### src/rtl/core_pkg.sv
// Shared RV32I core constants: datapath width, reset vector and bubble encoding.
package core_pkg;
   localparam int          XLEN      = 32;
   localparam logic [31:0] RESET_PC  = 32'hBFC00000;
   localparam logic [31:0] NOP_INSTR = 32'h00000013;
endpackage

### src/rtl/if_id_reg.sv
// IF/ID pipeline register: flush (bubble) beats stall; imem wait inserts a bubble.
// One-cycle latency from fetch to decode; stall holds all four outputs.
module if_id_reg
#(
   parameter int               WIDTH     = core_pkg::XLEN,
   parameter logic [WIDTH-1:0] NOP_INSTR = WIDTH'(core_pkg::NOP_INSTR)
)
(
   input  logic             clk,
   input  logic             rst_n,
   input  logic             flush,
   input  logic             stall,
   input  logic             fetch_rdy,
   input  logic [WIDTH-1:0] instr_in,
   input  logic [WIDTH-1:0] pc_in,
   input  logic [WIDTH-1:0] pc_plus4_in,
   output logic [WIDTH-1:0] instr_out,
   output logic [WIDTH-1:0] pc_out,
   output logic [WIDTH-1:0] pc_plus4_out,
   output logic             valid_out
);
   import core_pkg::*;

   logic [WIDTH-1:0] instr_q, instr_d;
   logic [WIDTH-1:0] pc_q, pc_d;
   logic [WIDTH-1:0] pc_plus4_q, pc_plus4_d;
   logic             valid_q, valid_d;

   // Bubbles keep PCD/PCPlus4D so decode still sees the last real PC.
   always_comb begin
      instr_d    = instr_q;
      pc_d       = pc_q;
      pc_plus4_d = pc_plus4_q;
      valid_d    = valid_q;
      if (flush) begin
         instr_d = NOP_INSTR;
         valid_d = 1'b0;
      end else if (!stall) begin
         if (fetch_rdy) begin
            instr_d    = instr_in;
            pc_d       = pc_in;
            pc_plus4_d = pc_plus4_in;
            valid_d    = 1'b1;
         end else begin
            instr_d = NOP_INSTR;
            valid_d = 1'b0;
         end
      end
   end

   always_ff @(posedge clk or negedge rst_n) begin
      if (!rst_n) begin
         instr_q    <= NOP_INSTR;
         pc_q       <= '0;
         pc_plus4_q <= '0;
         valid_q    <= 1'b0;
      end else begin
         instr_q    <= instr_d;
         pc_q       <= pc_d;
         pc_plus4_q <= pc_plus4_d;
         valid_q    <= valid_d;
      end
   end

   assign instr_out    = instr_q;
   assign pc_out       = pc_q;
   assign pc_plus4_out = pc_plus4_q;
   assign valid_out    = valid_q;
endmodule

### src/rtl/fetch_stage.sv
// RV32I fetch stage: PC register, next-PC priority (redirect > stall > imem wait), IF/ID register.
// Optional perf counters FetchCount/FlushCount exist only when FETCH_PERF_EN is defined.
module fetch_stage
#(
   parameter int               WIDTH     = core_pkg::XLEN,
   parameter logic [WIDTH-1:0] RESET_PC  = WIDTH'(core_pkg::RESET_PC),
   parameter logic [WIDTH-1:0] NOP_INSTR = WIDTH'(core_pkg::NOP_INSTR)
)
(
   input  logic             clk,
   input  logic             rst_n,
   input  logic             StallF,
   input  logic             StallD,
   input  logic             FlushD,
   input  logic             PCSrcE,
   input  logic [WIDTH-1:0] PCTargetE,
   output logic [WIDTH-1:0] ImemAddr,
   input  logic [WIDTH-1:0] ImemData,
   input  logic             ImemReady,
   output logic [WIDTH-1:0] PCF,
   output logic [WIDTH-1:0] InstrD,
   output logic [WIDTH-1:0] PCD,
   output logic [WIDTH-1:0] PCPlus4D,
   output logic             ValidD,
   output logic [31:0]      FetchCount,
   output logic [31:0]      FlushCount
);
   import core_pkg::*;

   logic [WIDTH-1:0] pc_q, pc_d;
   logic [WIDTH-1:0] pc_plus4_f;
   logic [WIDTH-1:0] redirect_target;
   logic             bubble_d;

   // A redirect abandons any waited-on fetch, so it ignores StallF and ImemReady.
   always_comb begin
      pc_plus4_f      = pc_q + WIDTH'(4);
      redirect_target = PCTargetE & ~WIDTH'(3);
      bubble_d        = FlushD | PCSrcE;
      pc_d            = pc_q;
      if (PCSrcE) begin
         pc_d = redirect_target;
      end else if (!StallF && ImemReady) begin
         pc_d = pc_plus4_f;
      end
   end

   always_ff @(posedge clk or negedge rst_n) begin
      if (!rst_n) begin
         pc_q <= RESET_PC;
      end else begin
         pc_q <= pc_d;
      end
   end

   assign PCF      = pc_q;
   assign ImemAddr = pc_q;

   if_id_reg #(
      .WIDTH     (WIDTH),
      .NOP_INSTR (NOP_INSTR)
   ) u_if_id (
      .clk          (clk),
      .rst_n        (rst_n),
      .flush        (bubble_d),
      .stall        (StallD),
      .fetch_rdy    (ImemReady),
      .instr_in     (ImemData),
      .pc_in        (pc_q),
      .pc_plus4_in  (pc_plus4_f),
      .instr_out    (InstrD),
      .pc_out       (PCD),
      .pc_plus4_out (PCPlus4D),
      .valid_out    (ValidD)
   );

`ifdef FETCH_PERF_EN
   logic [31:0] fetch_cnt_q, fetch_cnt_d;
   logic [31:0] flush_cnt_q, flush_cnt_d;
   logic        fetch_load;

   always_comb begin
      fetch_load  = !bubble_d && !StallD && ImemReady;
      fetch_cnt_d = fetch_cnt_q + 32'(fetch_load);
      flush_cnt_d = flush_cnt_q + 32'(bubble_d);
   end

   always_ff @(posedge clk or negedge rst_n) begin
      if (!rst_n) begin
         fetch_cnt_q <= '0;
         flush_cnt_q <= '0;
      end else begin
         fetch_cnt_q <= fetch_cnt_d;
         flush_cnt_q <= flush_cnt_d;
      end
   end

   assign FetchCount = fetch_cnt_q;
   assign FlushCount = flush_cnt_q;
`else
   assign FetchCount = '0;
   assign FlushCount = '0;
`endif
endmodule

### config.mk
export PLATFORM = sky130hd
export DESIGN_NAME = fetch_stage
export DESIGN_NICKNAME = d
export VERILOG_FILES = /design/src/rtl/core_pkg.sv /design/src/rtl/if_id_reg.sv /design/src/rtl/fetch_stage.sv
export SDC_FILE = /design/constraint.sdc
export NUM_CORES = 1
export LEC_CHECK = 0
export CAP_MARGIN = 20
export CORE_UTILIZATION = 42
export DETAILED_ROUTE_END_ITERATION = 8
export PLACE_DENSITY = 0.87
export SYNTH_ARGS = -nofsm -noshare
export SYNTH_HDL_FRONTEND = slang
export SYNTH_SLANG_ARGS = --single-unit
### constraint.sdc
create_clock -name clk -period 3.1 [get_ports clk]
set_clock_uncertainty 0.2 [all_clocks]
set_input_delay 0.775 -clock clk [delete_from_list [all_inputs] [get_ports clk]]
set_output_delay 0.775 -clock clk [all_outputs]
set_load 0.1 [all_outputs]
==> impl_metrics.json, run 1 <==
{
  "status": "finished, final reports clean",
  "hold_viol": 0,
  "num_vias": 5618,
  "io_pins": 296,
  "via_per_inst": 5.19,
  "fillers": 1277,
  "syn_area_mm2": 0.00652,
  "final.min_clock_period_ps": 2570,
  "placed_cell_area_mm2": 0.00810,
  "cts_buffers": 17,
  "yosysMostFrequentCell": "nand2_1",
  "clock_path_buffers": 2,
  "dr.pass1.iters": 4,
  "synth_top_area_cell": "dfrtp_1",
  "setup_viol": 0,
  "num_rows": 45,
  "cp-start-kind": "register",
  "worstSkewPairLatency_ps": 430,
  "synthTopCellsByArea": "dfrtp_1 (43%), buf_4 (12%), nand2_1 (7.6%), dfstp_2 (4.8%), a22o_1 (3.9%)",
  "grt.total_usage_pct": 23.3,
  "async_flop_share_pct": 100,
  "ant_nets": 0,
  "worst_pin_slew_ps": 689,
  "crit_chain": "nand4_1 > nor4_2 > buf_4 > a21oi_1 > or3_1",
  "critical_path.max_stage_delay_ps": 660,
  "tns_ps": 0,
  "drv_cap": 0,
  "floorplan.die.height_um": 127,
  "slowest_stage": "dfrtp_1",
  "worstSetupPathType": "reg -> reg",
  "die_area_mm2": 0.0160,
  "ys_types": 46,
  "antenna_cells": 0,
  "ys_seq_elements": 123,
  "grt_max_degree": 54,
  "path_buf_inv": 1,
  "yosys_warnings": 0,
  "drc": 0,
  "critPathArrivalTime_ps": 2710,
  "numClockSinks": 123,
  "place_congestion": 0.786,
  "leakage_nw": 4.04,
  "drtIter0Drc": 351,
  "relSlewSlack_pct": 53.7,
  "grt_pass1_wl_um": 28400,
  "ys.flop_type": "dfrtp_1",
  "cts_hold_buf": 0,
  "fin_total_pwr_mw": 7.16,
  "nets": 953,
  "grt_setup_unrepaired": "no",
  "dp_hpwl_um": 13200,
  "worst_hold_path_type": "in -> async",
  "ys_top_cells_by_count": "nand2_1 (132), dfrtp_1 (111), buf_4 (107), o21ai_0 (38), nor2_1 (34)",
  "core_area_mm2": 0.0151,
  "initial_core_util_pct": 43.0,
  "end_kind": "register",
  "grt_pass1_vias": 5306,
  "peakVddDrop_v": 0.000398,
  "final_area_mm2": 0.00871,
  "power_per_cell_area_mw_per_mm2": 822,
  "clk_pin_slew_ps": 60,
  "fmax_mhz": 390,
  "routed_wl_um": 18400,
  "wl_per_cell_um": 17.0,
  "netlist_instances": 699,
  "dieWidth_um": 127,
  "synth.avg_cell_area_um2": 9.32,
  "drive_gt1_share_pct": 26.1,
  "gr-total-overflow": 0,
  "cts_setup_buffers": 0,
  "finalCritPeriodShare_pct": 82.7,
  "synth-seq-area-share_pct": 47.5,
  "area_growth_pct": 33.7,
  "cp_top_family": "simple AND/OR/NAND/NOR gates",
  "worstPathRequired_ps": 3240,
  "cts_root_buf": "clkbuf_16",
  "antenna_found_initial": 0,
  "netlist.area_leader.share_pct": 42.6,
  "path_max_fanout": 12,
  "cts-htree-levels": 4,
  "cts_tree": "done",
  "synth-edff-count": 0,
  "ctsResizeCount": 0,
  "slew_violations": 0,
  "io_buffer_count": 221
}
-- registers in the layout (all words and copies together) (netlist names) --
| name | cells |
|---|---|
| ImemAddr | 30 |
| u_if_id.valid_out | 1 |
| u_if_id.pc_out | 30 |
| u_if_id.pc_plus4_out | 30 |
| u_if_id.instr_out | 32 |
-- cell usage in the layout, fill, tap and decap left out, types with 3 or more instances in the layout --
cell,netlist,layout
a211o_1,3,3
clkdlybuf4s50_1,0,67
clkbuf_16,0,17
xnor2_1,22,22
nand4_1,17,17
dfrtp_1,111,111
dfstp_2,12,12
and4_1,7,7
buf_4,107,174
or3_1,6,6
a31oi_1,25,25
o21ai_0,38,38
and3_1,3,3
o22a_1,3,3
conb_1,1,72
or4_1,18,18
a22o_1,29,29
nand2_1,132,132
inv_1,4,4
and2_1,4,4
clkinvlp_4,0,4
nand3_1,13,13
nor3_1,7,7
nor4_1,9,8
o31ai_1,18,18
clkinv_4,0,4
inv_6,0,4
xor2_1,4,4
a21oi_1,4,4
nor2_1,34,34
buf_12,0,4
-- cell type report --
cell class / count / area [µm²] / share of cell area, %
flip-flops and latches: 123 / 3090 / 35.5
multi-input cells: 487 / 2680 / 30.8
repair buffers: 247 / 2100 / 24.0
clock buffers: 17 / 425 / 4.88
well taps: 188 / 235 / 2.70
clock inverters: 15 / 165 / 1.90
inverters: 5 / 18.8 / 0.215
-- power by group --
group / switching, mW / internal (mW)
Sequential: 0.205 / 1.82
Combinational: 2.59 / 0.548
Clock: 0.797 / 1.19
Total: 3.60 / 3.57
-- cells by family after synthesis --
| family | count (synthesis) | share of synthesized area, % |
|---|---|---|
| buffers and inverters | 160 | 15.8 |
| adders and majority gates | 1 | 0.192 |
| AOI/OAI and AO/OA | 125 | 13.1 |
| muxes | 1 | 0.154 |
| DFF | 123 | 47.5 |
| and+or+nand+nor | 262 | 19.7 |
| xor gates and xnor gates | 26 | 3.49 |
| other | 1 | 0.0575 |
-- worst register-to-register path, cell delays in order, from the launching register on --
cell and delay [ps]:
dfrtp_1 660, nand4_1 430, nor4_2 500, buf_4 260, a21oi_1 80, or3_1 350
-- through the flow --
stage / setup slack, ps / instances / utilization, % / hold WS (ps)
3_5_place_dp: 230 / 1049 / 53.5 / 263
2_1_floorplan: 194 / 770 / - / 279
3_3_place_gp: 268 / 1049 / 53.5 / 261
6_report: 535 / 1082 / 57.5 / 95.8
4_1_cts: 565 / 1081 / 57.4 / 120
5_1_grt: 335 / 1082 / 57.5 / 145
-- per-layer routing --
layer  track usage, %  routed length, µm  share of wire, %
met4             10.2                468               2.5
met3             7.63               1600               8.7
met5                0                  0                 0
met1             28.0               7540                41
met2             38.1               8800                48
-- path summary, 6_finish.rpt --
| check | start | end | slack [ps] | cells past startpoint |
|---|---|---|---|---|
| worst max-delay path | ImemAddr[7] | ImemAddr[31] | 530 | 5 |
| worst max register to register | ImemAddr[7] | ImemAddr[31] | 530 | 5 |
| worst min register to register | u_if_id.pc_plus4_out[3] | u_if_id.pc_plus4_out[3] | 270 | 2 |
| max in group asynchronous | rst_n | u_if_id.instr_out[0] | 1850 | 2 |
| min in group clk | u_if_id.pc_plus4_out[3] | u_if_id.pc_plus4_out[3] | 270 | 2 |
| worst min-delay path | rst_n | u_if_id.pc_plus4_out[2] | 100 | 1 |
Note: power is estimated with default switching activity, not from simulation.
==> inputs of run 2 (changes only) <==
==> constraint.sdc (replaced) <==
create_clock -name clk -period 2.42 [get_ports clk]
set_clock_uncertainty 0.2 [all_clocks]
set_input_delay 0.605 -clock clk [delete_from_list [all_inputs] [get_ports clk]]
set_output_delay 0.605 -clock clk [all_outputs]
set_load 0.1 [all_outputs]
==> impl_metrics.json, run 2 (synthesized netlist as in run 1, its figures left out) <==
{
  "status": "finished, final reports clean",
  "path_buf_inv": 1,
  "crit_chain": "nand4_1 > nor3_1 > buf_4 > or4b_2 > a31oi_1",
  "dpl.cell_count": 1089,
  "num_vias": 5921,
  "slowest_stage": "or4b_2",
  "cp-start-kind": "register",
  "critical_path.max_stage_delay_ps": 590,
  "routed_wl_um": 19400,
  "io_pins": 296,
  "grt_setup_unrepaired": "no",
  "fin_cells": 1124,
  "peakVddDrop_v": 0.000640,
  "fmax_mhz": 425,
  "clk_pin_slew_ps": 60,
  "grt.total_usage_pct": 25.0,
  "ctsResizeCount": 0,
  "initial_core_util_pct": 43.0,
  "worstPathRequired_ps": 2560,
  "place_congestion": 0.853,
  "core_area_mm2": 0.0151,
  "dp_hpwl_um": 14400,
  "placed_cell_area_mm2": 0.00924,
  "cts_tree": "done",
  "critPathArrivalTime_ps": 2490,
  "cp_top_family": "simple AND/OR/NAND/NOR gates",
  "drive_gt1_share_pct": 31.2,
  "final_area_mm2": 0.00986,
  "final_common_cell": "buf_4",
  "ant_nets": 0,
  "finalCritPeriodShare_pct": 97.1,
  "grt_max_degree": 45,
  "numClockSinks": 123,
  "drtIter0Drc": 447,
  "wl_per_cell_um": 17.3,
  "num_rows": 45,
  "setup_viol": 0,
  "worst_hold_path_type": "reg -> reg",
  "largest_register_ffs": 32,
  "cts-htree-levels": 4,
  "grt_pass1_wl_um": 30800,
  "antenna_found_initial": 1,
  "io_buffer_count": 221,
  "nets": 994,
  "cts_root_buf": "clkbuf_16",
  "slew_violations": 0,
  "die_area_mm2": 0.0160,
  "path_max_fanout": 10,
  "final.min_clock_period_ps": 2350,
  "clock_path_buffers": 2,
  "final_cell_mix": "buf_4 (151), nand2_1 (132), dfrtp_1 (91)",
  "fin_util_pct": 65.1,
  "end_kind": "register",
  "power_per_cell_area_mw_per_mm2": 972,
  "hold_viol": 0,
  "dieWidth_um": 127,
  "floorplan.die.height_um": 127,
  "drv_cap": 0,
  "area_growth_pct": 51.3,
  "leakage_nw": 4.52,
  "cts_buffers": 17,
  "grt_pass1_vias": 5856,
  "via_per_inst": 5.27,
  "fillers": 1158,
  "dr.pass1.iters": 5,
  "worstSetupPathType": "reg -> reg",
  "drc": 0,
  "gr-total-overflow": 0,
  "worstSkewPairLatency_ps": 420
}
-- run 2: cell types whose count changed in the layout (fill, tap and decap cells not counted), sizes merged --
cell	previous run	this run
diode	0	1
dlygate4sd3	0	1
bufinv	2	3
buf	180	220
clkinvlp	4	2
clkbuf	17	20
inv	8	4
clkinv	6	8
-- run 2: layer usage --
metal	global-route usage [%]	share of wire, %	vias up
met1	29.1	39	2852
met3	7.34	7.8	56
met5	0	0	-
li1	-	-	2708
met4	12.3	3.6	0
met2	42.1	49	305
-- run 2: what timing repair did --
| item | CTS | global route |
|---|---|---|
| buffers inserted | 0 | 1 |
| hold buffers | 1 | 0 |
| setup endpoints to repair | 0 | 5 |
| hold endpoints to repair | 36 | 0 |
-- run 2: worst paths after layout --
path                                         startpoint                       end  slack (ps)  depth (start not counted)
worst max-delay path                        ImemAddr[8]              ImemAddr[24]          70                          5
worst min-delay path            u_if_id.pc_plus4_out[4]   u_if_id.pc_plus4_out[4]         280                          2
worst max register to register              ImemAddr[8]              ImemAddr[24]          70                          5
worst min register to register  u_if_id.pc_plus4_out[4]   u_if_id.pc_plus4_out[4]         280                          2
max in group asynchronous                         rst_n      u_if_id.instr_out[1]         890                          3
min in group asynchronous                         rst_n  u_if_id.pc_plus4_out[21]         480                          2
-- run 2: per-stage QoR --
step           TNS [ps]  power [mW]  hold slack, ps  setup slack, ps
4_1_cts               0        9.64             284             94.7
6_report              0        9.59             282             69.1
2_1_floorplan         0        5.95             109            0.290
3_3_place_gp     -15550        6.99             263             -300
3_5_place_dp     -16310        7.04             264             -317
5_1_grt               0        9.91             300             15.2
-- run 2: final cells by class --
type / instances / area, µm² / share of cell area [%]
Tap cell: 188 / 235 / 2.39
Multi-Input combinational cell: 487 / 2680 / 27.2
Clock buffer: 20 / 457 / 4.63
Antenna cell: 1 / 2.50 / 0.0254
Clock inverter: 12 / 148 / 1.50
Sequential cell: 123 / 3140 / 31.8
Timing Repair Buffer: 288 / 3190 / 32.3
Inverter: 5 / 18.8 / 0.190
-- run 2: tightest hold or removal path, stage by stage, from the launching register on --
cell	delay (ps)
dfrtp_1	340
nand2_1	50
o21ai_0	60
-- run 2: power by group --
group,switching (mW),leakage [nW],internal [mW]
sequential,0.250,1.51,2.35
clock,0.920,0.296,1.66
combinational,3.42,2.72,0.987
==> inputs of run 3 (changes only) <==
--- a/config.mk
+++ b/config.mk
@@ -9,6 +9,7 @@
 export CORE_UTILIZATION = 42
 export DETAILED_ROUTE_END_ITERATION = 8
 export PLACE_DENSITY = 0.87
+export RECOVER_POWER = 50
 export SYNTH_ARGS = -nofsm -noshare
 export SYNTH_HDL_FRONTEND = slang
 export SYNTH_SLANG_ARGS = --single-unit
==> impl_metrics.json, run 3 (synthesized netlist as in run 1, its figures left out) <==
{
  "status": "finished, final reports clean",
  "worst-r2r-setup-slack_ps": 60,
  "drive_gt1_share_pct": 31.1,
  "path_buf_inv": 1,
  "relSlewSlack_pct": 22.6,
  "core_area_mm2": 0.0151,
  "finalCritPeriodShare_pct": 97.6,
  "clk_pin_slew_ps": 60,
  "routed_wl_um": 19500,
  "fin_cells": 1124,
  "worst_hold_path_type": "reg -> reg",
  "largest_register_ffs": 32,
  "gr-total-overflow": 0,
  "grt_max_degree": 45,
  "sw_frac_of_total_pct": 48.4,
  "grt_pass1_wl_um": 30800,
  "slew_violations": 0,
  "p_int_mw": 4.89,
  "peakVddDrop_v": 0.000637,
  "numClockSinks": 123,
  "final.min_clock_period_ps": 2360,
  "drc": 0,
  "hold_viol": 0,
  "path_depth": 6,
  "path_max_fanout": 5,
  "via_per_inst": 5.23,
  "end_kind": "register",
  "final_cell_mix": "nand2_1 (132), dfrtp_1 (91), buf_4 (80)",
  "dp_hpwl_um": 14400,
  "cts_tree": "done",
  "r2r_cells": 6,
  "drv_cap": 0,
  "num_vias": 5878,
  "cp_top_family": "simple AND/OR/NAND/NOR gates",
  "cts-htree-levels": 4,
  "grt_pass1_vias": 5856,
  "floorplan.die.height_um": 127,
  "num_rows": 45,
  "area_growth_pct": 47.8,
  "worstPathRequired_ps": 2560,
  "power_per_cell_area_mw_per_mm2": 983,
  "busiest_layer": "met2",
  "cts_buffers": 17,
  "final_common_cell": "nand2_1",
  "comb_power_share_pct": 45.3,
  "io_pins": 296,
  "dpl.cell_count": 1089,
  "drtIter0Drc": 426,
  "leakage_nw": 4.45,
  "fmax_mhz": 423,
  "clock_path_buffers": 2,
  "io_buffer_count": 221,
  "place_congestion": 0.853,
  "dr.pass1.iters": 5,
  "initial_core_util_pct": 43.0,
  "grt_setup_unrepaired": "no",
  "holdPathStages": 2,
  "p_seq_share_pct": 27.4,
  "worstSetupPathType": "reg -> reg",
  "grt_use_met3_pct": 7.34,
  "switching_power_mw": 4.58,
  "worstSkewPairLatency_ps": 420,
  "slowest_stage": "or4b_2",
  "use_met1_pct": 29.1,
  "critPathArrivalTime_ps": 2500,
  "worst_pin_slew_ps": 1160,
  "cts_root_buf": "clkbuf_16",
  "wl_per_cell_um": 17.3,
  "crit_chain": "ha_1 > nand3_1 > nor3_1 > buf_4 > or4b_2 > a31oi_1",
  "hold_ws_ps": 278,
  "critical_path.max_stage_delay_ps": 590,
  "met2_usage_pct": 42.1,
  "cp-start-kind": "register",
  "p_clk_share_pct": 27.3,
  "grt.total_usage_pct": 25.0,
  "fillers": 1203,
  "die_area_mm2": 0.0160,
  "ant_nets": 0,
  "antenna_found_initial": 1,
  "nets": 994,
  "dieWidth_um": 127,
  "seqCellArea_mm2": 0.00314,
  "setup_viol": 0,
  "multi_input_area_mm2": 0.00268
}
run 3: cell types whose count changed in the layout (fill, tap and decap cells not counted):
cell	delta
buf_12	-3
buf_4	-71
buf_6	-1
clkbuf_2	+75
nor2b_1	+1
nor2b_2	-1
run 3: metrics by stage:
step | area (µm²) | utilization, % | setup WS (ps) | TNS [ps] | power (mW)
finish | 9630 | 63.6 | 58.1 | 0 | 9.47
global route | 9630 | 63.6 | 15.2 | 0 | 9.79
CTS | 9850 | 65.0 | 94.7 | 0 | 9.64
detailed placement | 9240 | 61.0 | -317 | -16310 | 7.04
global placement | 9240 | 61.0 | -300 | -15550 | 6.99
floorplan | 6830 | - | 0.290 | 0 | 5.95
run 3: layout make-up:
type	instances	share of cell area (%)
Sequential cell	123	32.6
Timing Repair Buffer	288	30.7
Multi-Input combinational cell	487	27.8
Tap cell	188	2.44
Inverter	5	0.195
Clock inverter	12	1.53
Antenna cell	1	0.0260
Clock buffer	20	4.74
run 3: final timing paths:
| check | startpoint | to |
|---|---|---|
| min in group asynchronous | rst_n | u_if_id.pc_plus4_out[21] |
| hold reg to reg | u_if_id.pc_plus4_out[4] | u_if_id.pc_plus4_out[4] |
| setup reg to reg | ImemAddr[2] | ImemAddr[24] |
| max in group asynchronous | rst_n | u_if_id.instr_out[31] |
| hold / removal | u_if_id.pc_plus4_out[4] | u_if_id.pc_plus4_out[4] |
| setup / recovery | ImemAddr[2] | ImemAddr[24] |
run 3: repair_timing:
action / 4_1_cts / 5_1_grt
setup buffers: 0 / 1
setup endpoints to repair: 0 / 5
endpoints found under the hold margin: 36 / 0
resized for setup: 0 / 0
hold buffers: 1 / 0
run 3: worst register-to-register path, cell delays in order, from the launching register on:
cell and delay [ps]:
dfrtp_4 410, ha_1 300, nand3_1 160, nor3_1 250, buf_4 170, or4b_2 590, a31oi_1 210
run 3: per-layer routing:
| metal | routed length, µm | share of wire, % | vias up |
|---|---|---|---|
| li1 | - | - | 2707 |
| met1 | 7770 | 40 | 2835 |
| met2 | 9630 | 49 | 283 |
| met3 | 1390 | 7.1 | 53 |
| met4 | 679 | 3.5 | 0 |
| met5 | 0 | 0 | - |
run 3: power groups by stage:
stage / logic (mW) / registers (mW) / clock network [mW]
after floorplan: 1.42 / 4.53 / 0
after detailed placement: 4.41 / 2.63 / 0
after CTS: 4.42 / 2.60 / 2.62
final: 4.29 / 2.60 / 2.58
after global placement: 4.37 / 2.62 / 0
after global routing: 4.42 / 2.64 / 2.73
